File: src/rtl/tt_lut_pkg.sv
// tt_lut_pkg: shared types and constants for the runtime-loadable LUT gate.
// Holds the config FSM state enum, counter width and default truth table.
package tt_lut_pkg;

  typedef enum logic [1:0] {
    IDLE   = 2'd0,
    LOAD   = 2'd1,
    COMMIT = 2'd2
  } tt_state_e;

  localparam int EVAL_CNT_W = 16;

  localparam logic [15:0] DEFAULT_TT = 16'h850E;

endpackage

File: src/rtl/tt_out_fifo.sv
// tt_out_fifo: 1-bit synchronous FIFO, DEPTH entries (power of two, >=2).
// Ports: push/din write, pop read, full/empty flags, dout = head entry.
module tt_out_fifo #(
  parameter int DEPTH = 2
) (
  input  logic clk,
  input  logic rst_n,
  input  logic push,
  input  logic din,
  input  logic pop,
  output logic full,
  output logic empty,
  output logic dout
);

  localparam int AW = (DEPTH > 1) ? $clog2(DEPTH) : 1;

  logic [DEPTH-1:0] r_mem;
  logic [AW-1:0]    r_wr;
  logic [AW-1:0]    r_rd;
  logic [AW:0]      r_cnt;

  logic w_pop;
  logic w_push;

  assign empty = (r_cnt == '0);
  assign full  = (r_cnt == (AW+1)'(DEPTH));

  // A pop in the same cycle frees a slot, so a full FIFO still takes a push.
  assign w_pop  = pop & ~empty;
  assign w_push = push & (~full | w_pop);

  // Gated so an empty FIFO always presents 0.
  assign dout = r_mem[r_rd] & ~empty;

  always_ff @(posedge clk or negedge rst_n) begin
    if (!rst_n) begin
      r_mem <= '0;
      r_wr  <= '0;
      r_rd  <= '0;
      r_cnt <= '0;
    end else begin
      if (w_push) begin
        r_mem[r_wr] <= din;
        r_wr        <= r_wr + AW'(1);
      end
      if (w_pop) begin
        r_rd <= r_rd + AW'(1);
      end
      case ({w_push, w_pop})
        2'b10:   r_cnt <= r_cnt + (AW+1)'(1);
        2'b01:   r_cnt <= r_cnt - (AW+1)'(1);
        default: r_cnt <= r_cnt;
      endcase
    end
  end

endmodule

File: src/rtl/tt_lut_gate.sv
// tt_lut_gate: N-input LUT gate with serial truth-table load and FIFO output.
// Ports: in_* request (valid/ready), out_* result, cfg_* serial load, eval_count.
module tt_lut_gate
  import tt_lut_pkg::*;
#(
  parameter int          N_IN     = 4,
  parameter int          TT_W     = 2**N_IN,
  parameter logic [63:0] RESET_TT = 64'(DEFAULT_TT),
  parameter int          DEPTH    = 2
) (
  input  logic                  clk,
  input  logic                  rst_n,
  input  logic                  in_valid,
  output logic                  in_ready,
  input  logic [N_IN-1:0]       in_vec,
  output logic                  out_valid,
  input  logic                  out_ready,
  output logic                  out_bit,
  input  logic                  cfg_start,
  input  logic                  cfg_valid,
  input  logic                  cfg_bit,
  output logic                  cfg_busy,
  output logic [EVAL_CNT_W-1:0] eval_count
);

  localparam int CNT_W = (TT_W > 1) ? $clog2(TT_W) : 1;

  localparam logic [TT_W-1:0] RST_TT = RESET_TT[TT_W-1:0];

  localparam logic [CNT_W-1:0] LAST_BIT = CNT_W'(TT_W - 1);

  tt_state_e        r_state;
  logic [TT_W-1:0]  r_shadow;
  logic [TT_W-1:0]  r_active;
  logic [CNT_W-1:0] r_bitcnt;
  logic [EVAL_CNT_W-1:0] r_eval_cnt;

  logic w_full;
  logic w_empty;
  logic w_accept;
  logic w_deliver;
  logic w_lut_bit;

  assign out_valid = ~w_empty;
  assign w_deliver = out_valid & out_ready;

  assign in_ready = (r_state == IDLE) & (~w_full | w_deliver);
  assign w_accept = in_valid & in_ready;

  // Table bit is captured at accept, so a later reload never alters it.
  assign w_lut_bit = r_active[in_vec];

  assign cfg_busy   = (r_state != IDLE);
  assign eval_count = r_eval_cnt;

  always_ff @(posedge clk or negedge rst_n) begin
    if (!rst_n) begin
      r_state  <= IDLE;
      r_shadow <= '0;
      r_active <= RST_TT;
      r_bitcnt <= '0;
    end else begin
      case (r_state)
        IDLE: begin
          if (cfg_start) begin
            r_state  <= LOAD;
            r_bitcnt <= '0;
            r_shadow <= '0;
          end
        end
        LOAD: begin
          if (cfg_start) begin
            r_bitcnt <= '0;
            r_shadow <= '0;
          end else if (cfg_valid) begin
            r_shadow[r_bitcnt] <= cfg_bit;
            if (r_bitcnt == LAST_BIT) begin
              r_state <= COMMIT;
            end else begin
              r_bitcnt <= r_bitcnt + CNT_W'(1);
            end
          end
        end
        COMMIT: begin
          r_active <= r_shadow;
          r_state  <= IDLE;
        end
        default: begin
          r_state <= IDLE;
        end
      endcase
    end
  end

  always_ff @(posedge clk or negedge rst_n) begin
    if (!rst_n) begin
      r_eval_cnt <= '0;
    end else if (w_deliver) begin
      r_eval_cnt <= r_eval_cnt + EVAL_CNT_W'(1);
    end
  end

  tt_out_fifo #(
    .DEPTH (DEPTH)
  ) u_fifo (
    .clk   (clk),
    .rst_n (rst_n),
    .push  (w_accept),
    .din   (w_lut_bit),
    .pop   (w_deliver),
    .full  (w_full),
    .empty (w_empty),
    .dout  (out_bit)
  );

endmodule

File: config.mk
export PLATFORM = sky130hd
export DESIGN_NAME = tt_lut_gate
export DESIGN_NICKNAME = d
export VERILOG_FILES = /design/src/rtl/tt_lut_pkg.sv /design/src/rtl/tt_out_fifo.sv /design/src/rtl/tt_lut_gate.sv
export SDC_FILE = /design/constraint.sdc
export NUM_CORES = 1
export LEC_CHECK = 0
export CAP_MARGIN = 20
export CORE_AREA = 2 2 89 91
export CTS_CLUSTER_SIZE = 8
export DETAILED_ROUTE_END_ITERATION = 7
export DIE_AREA = 0 0 91 93
export GPL_ROUTABILITY_DRIVEN = 0
export HOLD_SLACK_MARGIN = 0.15
export PLACE_DENSITY_LB_ADDON = 0.3
export REMOVE_ABC_BUFFERS = 1
export SLEW_MARGIN = 5
export SYNTH_ARGS = -nofsm -noshare
export SYNTH_HDL_FRONTEND = slang
export SYNTH_SLANG_ARGS = --single-unit
File: constraint.sdc
create_clock -name clk -period 2.6 [get_ports clk]
set_input_delay 0.26 -clock clk [delete_from_list [all_inputs] [get_ports clk]]
set_output_delay 0.26 -clock clk [all_outputs]
set_load 0.01 [all_outputs]
==> results of run 1 <==
worst min-delay path by stage:
stage | from | endpoint | cells past startpoint
after global placement | rst_n | u_fifo.r_cnt[1] | 2
after floorplan | rst_n | eval_count[0] | 0
after global routing | eval_count[15] | eval_count[15] | 1
final | rst_n | eval_count[3] | 3
after CTS | rst_n | r_shadow[12] | 3
after detailed placement | rst_n | eval_count[3] | 2
per-stage QoR:
step / std cells / power (mW) / area [um2]
2_1_floorplan: 247 / 1.42 / 2880
3_3_place_gp: 381 / 1.64 / 3330
3_5_place_dp: 381 / 1.65 / 3330
4_1_cts: 398 / 2.56 / 3560
5_1_grt: 398 / 2.67 / 3560
6_report: 398 / 2.52 / 3560
synthesized netlist by cell type, types with 3 or more instances:
library cell / n
and3_1: 4
mux2_2: 19
a21bo_2: 3
mux2i_1: 7
nand3_1: 6
dfstp_2: 6
a32o_1: 11
buf_2: 4
nand2b_1: 5
xor2_1: 9
xnor2_1: 10
nor3_1: 5
nand2_1: 21
dfrtp_1: 54
nand4_1: 7
nor2_1: 17
o21ai_0: 8
a31oi_1: 3
a21oi_1: 6
ha_1: 6
inv_1: 5
clkbuf_1: 6
power by group through the flow:
| stage | Clock (mW) | Combinational, mW | Sequential, mW |
|---|---|---|---|
| floorplan | 0 | 0.264 | 1.15 |
| global placement | 0 | 0.490 | 1.15 |
| detailed placement | 0 | 0.498 | 1.15 |
| CTS | 0.916 | 0.503 | 1.14 |
| global route | 0.967 | 0.546 | 1.15 |
| finish | 0.893 | 0.494 | 1.14 |
logic make-up (layout without fill, tap and decap cells):
family | after synthesis | count (layout)
AND/OR/NAND/NOR | 89 | 89
flip-flops | 60 | 60
AO/OA/AOI/OAI | 39 | 39
multiplexers | 26 | 26
XOR/XNOR | 20 | 20
buffers and inverters | 19 | 56
adder cells (fa/ha/maj) | 6 | 6
flip-flops by register name, indices dropped and copies added, names as in the netlist:
| register | flops |
|---|---|
| eval_count | 16 |
| r_active | 16 |
| r_bitcnt | 4 |
| r_shadow | 16 |
| r_state | 2 |
| u_fifo.r_cnt | 2 |
| u_fifo.r_mem | 2 |
| u_fifo.r_rd | 1 |
| u_fifo.r_wr | 1 |
layout make-up:
| cell class | instances | area, um2 |
|---|---|---|
| inverter | 7 | 31.3 |
| tap | 102 | 128 |
| multi-input combinational | 180 | 1340 |
| clock buffer | 15 | 186 |
| fill | 708 | 3970 |
| timing repair buffer | 33 | 333 |
| sequential | 60 | 1510 |
| clock inverter | 1 | 30.0 |
per-layer routing:
metal  global-route usage  part of all wire
met1                0.192              0.48
met2                0.228              0.46
met3               0.0314             0.040
met4               0.0682             0.020
met5                    0                 0
critical path: cells and delay by family (launching register included):
family,cells,cell delay (ns)
buffers and inverters,1,0.56
DFF,1,0.46
and+or+nand+nor,2,0.49
==> results.json, run 1 <==
{
  "worst_slew_pin_slew_ns": 0.483,
  "layout.nets": 308,
  "max-clock-path-buffers": 2,
  "hpwl_um": 4000,
  "final_cell_mix": "dfrtp_1 (54), clkdlybuf4s50_1 (29), nand2_1 (21), mux2_2 (19), nor2_1 (17)",
  "p_sw_uw": 694,
  "synth_cell_types": 53,
  "fmax_ghz": 0.474,
  "setup_ws_ns": 0.491,
  "grt_pass1_wl_um": 9650,
  "post-route-min-period_ns": 2.11,
  "synth_area_um2": 2940,
  "synth_top_family_by_area": "simple AND/OR/NAND/NOR gates",
  "yosys.area.top_type_share": 0.459,
  "slew_headroom": 0.676,
  "final_util": 0.473,
  "min_path_type": "input pin to asynchronous set/reset pin",
  "syn_inst": 259,
  "ys.flop_type": "dfrtp_1",
  "core_area_um2": 7530,
  "ant_nets": 0,
  "worstPathCellList": "or2_1 > nor2_1 > clkdlybuf4s50_1",
  "rrSetupSlack_ns": 0.84,
  "path_clk_slew_ns": 0.07,
  "max_stage_delay_ns": 0.56,
  "cts.sinks": 60,
  "wirelength_um": 5660,
  "synth_edf_count": 0,
  "layout-drive-gt1-share": 0.206,
  "cts_resized": 0,
  "grt_max_degree": 61,
  "async_flop_share": 1.00,
  "finalHoldViolations": 0,
  "synth_xor_area_frac": 0.0621,
  "slowest_stage": "clkdlybuf4s50_1",
  "synth_area_leaders": "dfrtp_1 (46%), mux2_2 (7.3%), dfstp_2 (5.4%)",
  "initial_utilization": 0.391,
  "hold_slack_ns": 0.453,
  "setup_tns_ns": 0,
  "postCtsHoldBufs": 1,
  "pwr-share-seq": 0.451,
  "final_common_cell": "dfrtp_1",
  "via_per_inst": 5.13,
  "status": "completed",
  "r2r-start": "r_state[1]",
  "r2r-end": "u_fifo.r_cnt[1]",
  "synthSimpleGateAreaFrac": 0.174,
  "die_area_um2": 8460,
  "vdd_drop_max_v": 0.000313,
  "grt_pass1_vias": 1956,
  "cp.required_ns": 2.34,
  "powerDensity_nw_per_um2": 709,
  "firstDrtPassIters": 4,
  "cts_buffers": 9,
  "synth_seq_cells": 60,
  "combPwrFrac": 0.196,
  "fin_crit_sh": 0.811,
  "die_w_um": 91,
  "cts_tree": "done",
  "synthMuxAreaShare": 0.0965,
  "syn_area_per_cell_um2": 11.4,
  "synth_warnings": 0,
  "synthAdderAreaFrac": 0.0255,
  "insertion_delay_ns": 0.34,
  "worstSetupStartpointType": "flip-flop",
  "place_ws_ns": 0.588,
  "antenna_found_initial": 0,
  "drc": 0,
  "cp-endpoint": "in_ready",
  "io_buffers": 30,
  "rsz0062_at_grt": "no",
  "critPathCaptureType": "output pin",
  "drtIter0Drc": 65,
  "synth_top_cell_by_area": "dfrtp_1",
  "finalClockSkew_ns": 0.0130,
  "finalSetupViolCount": 0,
  "drv_cap": 0,
  "die_h_um": 93,
  "cp.arrival_ns": 1.85,
  "crit_type": "flip-flop to output pin",
  "synth_compound_area_frac": 0.0982,
  "cts_root_buf": "clkbuf_8",
  "n_antenna_cell": 0,
  "swShare": 0.275,
  "grtUsageTotal": 0.145,
  "maxSlewViolCount": 0,
  "p_leak_nw": 1.60,
  "synthToLayoutAreaGrowth_pct": 21.0,
  "num_io_pins": 31,
  "htree_levels": 3,
  "startpoint": "r_state[1]",
  "yosysSeqAreaShare": 0.513,
  "rows": 32,
  "reg2reg_depth": 6,
  "critPathMaxFanout": 10,
  "clkPwrFrac": 0.354,
  "power.internal_mw": 1.83,
  "post-cts-setup-buffers": 0,
  "overflow": 0,
  "via_count": 2043,
  "drt-wirelength-per-cell_um": 14.2
}
(Power assumes the default switching activity.)
==> run 2: changes to the inputs <==
==> constraint.sdc (replaced) <==
create_clock -name clk -period 1.9 [get_ports clk]
set_input_delay 0.19 -clock clk [delete_from_list [all_inputs] [get_ports clk]]
set_output_delay 0.19 -clock clk [all_outputs]
set_load 0.01 [all_outputs]
==> results.json, run 2 (synthesized netlist as in run 1, its figures left out) <==
{
  "status": "completed",
  "die_h_um": 93,
  "cts_root_buf": "clkbuf_8",
  "post-route-min-period_ns": 1.73,
  "drt-wirelength-per-cell_um": 14.2,
  "finalSetupViolCount": 0,
  "reg2reg_depth": 6,
  "wl_met3_um": 251,
  "critPathMaxFanout": 8,
  "cts_tree": "done",
  "overflow": 0,
  "post-cts-setup-buffers": 0,
  "via_per_inst": 5.17,
  "slew_headroom": 0.711,
  "ant_nets": 0,
  "worst_slew_pin_slew_ns": 0.433,
  "grt_max_degree": 61,
  "met1Wirelength_um": 2690,
  "total_power_mw": 3.37,
  "layout-drive-gt1-share": 0.230,
  "rows": 32,
  "final_util": 0.478,
  "synthToLayoutAreaGrowth_pct": 22.3,
  "die_area_um2": 8460,
  "fmax_ghz": 0.577,
  "p_leak_nw": 1.63,
  "wirelength_um": 5770,
  "powerDensity_nw_per_um2": 937,
  "io_buffers": 30,
  "initial_utilization": 0.391,
  "n_antenna_cell": 0,
  "via_count": 2099,
  "max-clock-path-buffers": 2,
  "firstDrtPassIters": 5,
  "die_w_um": 91,
  "rsz0062_at_grt": "no",
  "setup_ws_ns": 0.166,
  "cp.required_ns": 1.71,
  "finalHoldViolations": 0,
  "num_io_pins": 31,
  "drv_cap": 0,
  "rrSetupSlack_ns": 0.23,
  "drc": 0,
  "setup_tns_ns": 0,
  "drtIter0Drc": 93,
  "path_clk_slew_ns": 0.07,
  "final_cell_mix": "dfrtp_1 (53), clkdlybuf4s50_1 (28), nand2_1 (21), mux2_2 (19), nor2_1 (17)",
  "fin_crit_sh": 0.913,
  "layout.nets": 316,
  "antenna_found_initial": 0,
  "cts.sinks": 60,
  "core_area_um2": 7530,
  "cts_buffers": 9,
  "grt_pass1_wl_um": 9980,
  "finalClockSkew_ns": 0.0121,
  "grt_pass1_vias": 2092,
  "final_common_cell": "dfrtp_1",
  "r2r-start": "r_state[0]",
  "r2r-end": "u_fifo.r_cnt[1]",
  "htree_levels": 3,
  "critPathCaptureType": "output pin",
  "maxSlewViolCount": 0,
  "worstSetupStartpointType": "flip-flop",
  "insertion_delay_ns": 0.34,
  "dr_wl_met2_um": 2720,
  "vdd_drop_max_v": 0.000335,
  "place_ws_ns": 0.0669,
  "fill_cells": 716,
  "hpwl_um": 4080,
  "hold_slack_ns": 0.382,
  "cp.arrival_ns": 1.54,
  "crit_type": "flip-flop to output pin",
  "routed.top_layer": "met4",
  "grtUsageTotal": 0.151,
  "min_path_type": "input pin to asynchronous set/reset pin"
}
run 2: cell types whose count changed in the layout (fill, tap and decap cells not counted), sizes merged:
cell | previous run | this run
buf | 3 | 11
clkdlybuf4s50 | 29 | 28
clkinv | 0 | 1
dlygate4sd2 | 0 | 1
clkbuf | 15 | 14
run 2: what timing repair did:
action                                  4_1_cts  5_1_grt
resized for setup                             4        0
endpoints found under the setup margin        1        0
endpoints found under the hold margin        59        0
hold buffers                                  1        0
run 2: layout make-up:
cell class	instances	area (um2)	share of cell area
clock inverters	2	35.0	0.00973
flip-flops and latches	60	1510	0.420
repair buffers	41	392	0.109
clock buffers	14	153	0.0424
multi-input cells	180	1350	0.375
well taps	102	128	0.0355
inverters	7	31.3	0.00869
run 2: how the worst max path moves through the flow:
stage,endpoint,depth (start not counted),from
3_3_place_gp,u_fifo.r_cnt[1],7,out_ready
3_5_place_dp,u_fifo.r_cnt[1],7,out_ready
5_1_grt,u_fifo.r_cnt[1],6,r_state[0]
4_1_cts,cfg_busy,2,r_state[0]
6_report,cfg_busy,2,r_state[0]
2_1_floorplan,u_fifo.r_cnt[1],7,r_state[1]
run 2: through the flow:
stage / cells / area [um2]
global route: 406 / 3600
detailed placement: 389 / 3390
floorplan: 247 / 2880
finish: 406 / 3600
global placement: 389 / 3390
CTS: 406 / 3600
run 2: report_power, final:
| part | switching, mW | internal, mW | total (mW) |
|---|---|---|---|
| registers | 0.154 | 1.40 | 1.56 |
| logic | 0.331 | 0.363 | 0.694 |
| clock network | 0.478 | 0.642 | 1.12 |
run 2: layer usage:
layer	vias to the layer above	GRT usage
li1	1011	-
met1	1031	0.186
met2	46	0.246
met3	11	0.0556
met4	0	0.0492
met5	-	0
run 2: critical path, stage by stage, from the launching register on:
cell and delay (ns):
dfrtp_2 0.45, or2_4 0.27, clkdlybuf4s50_1 0.48
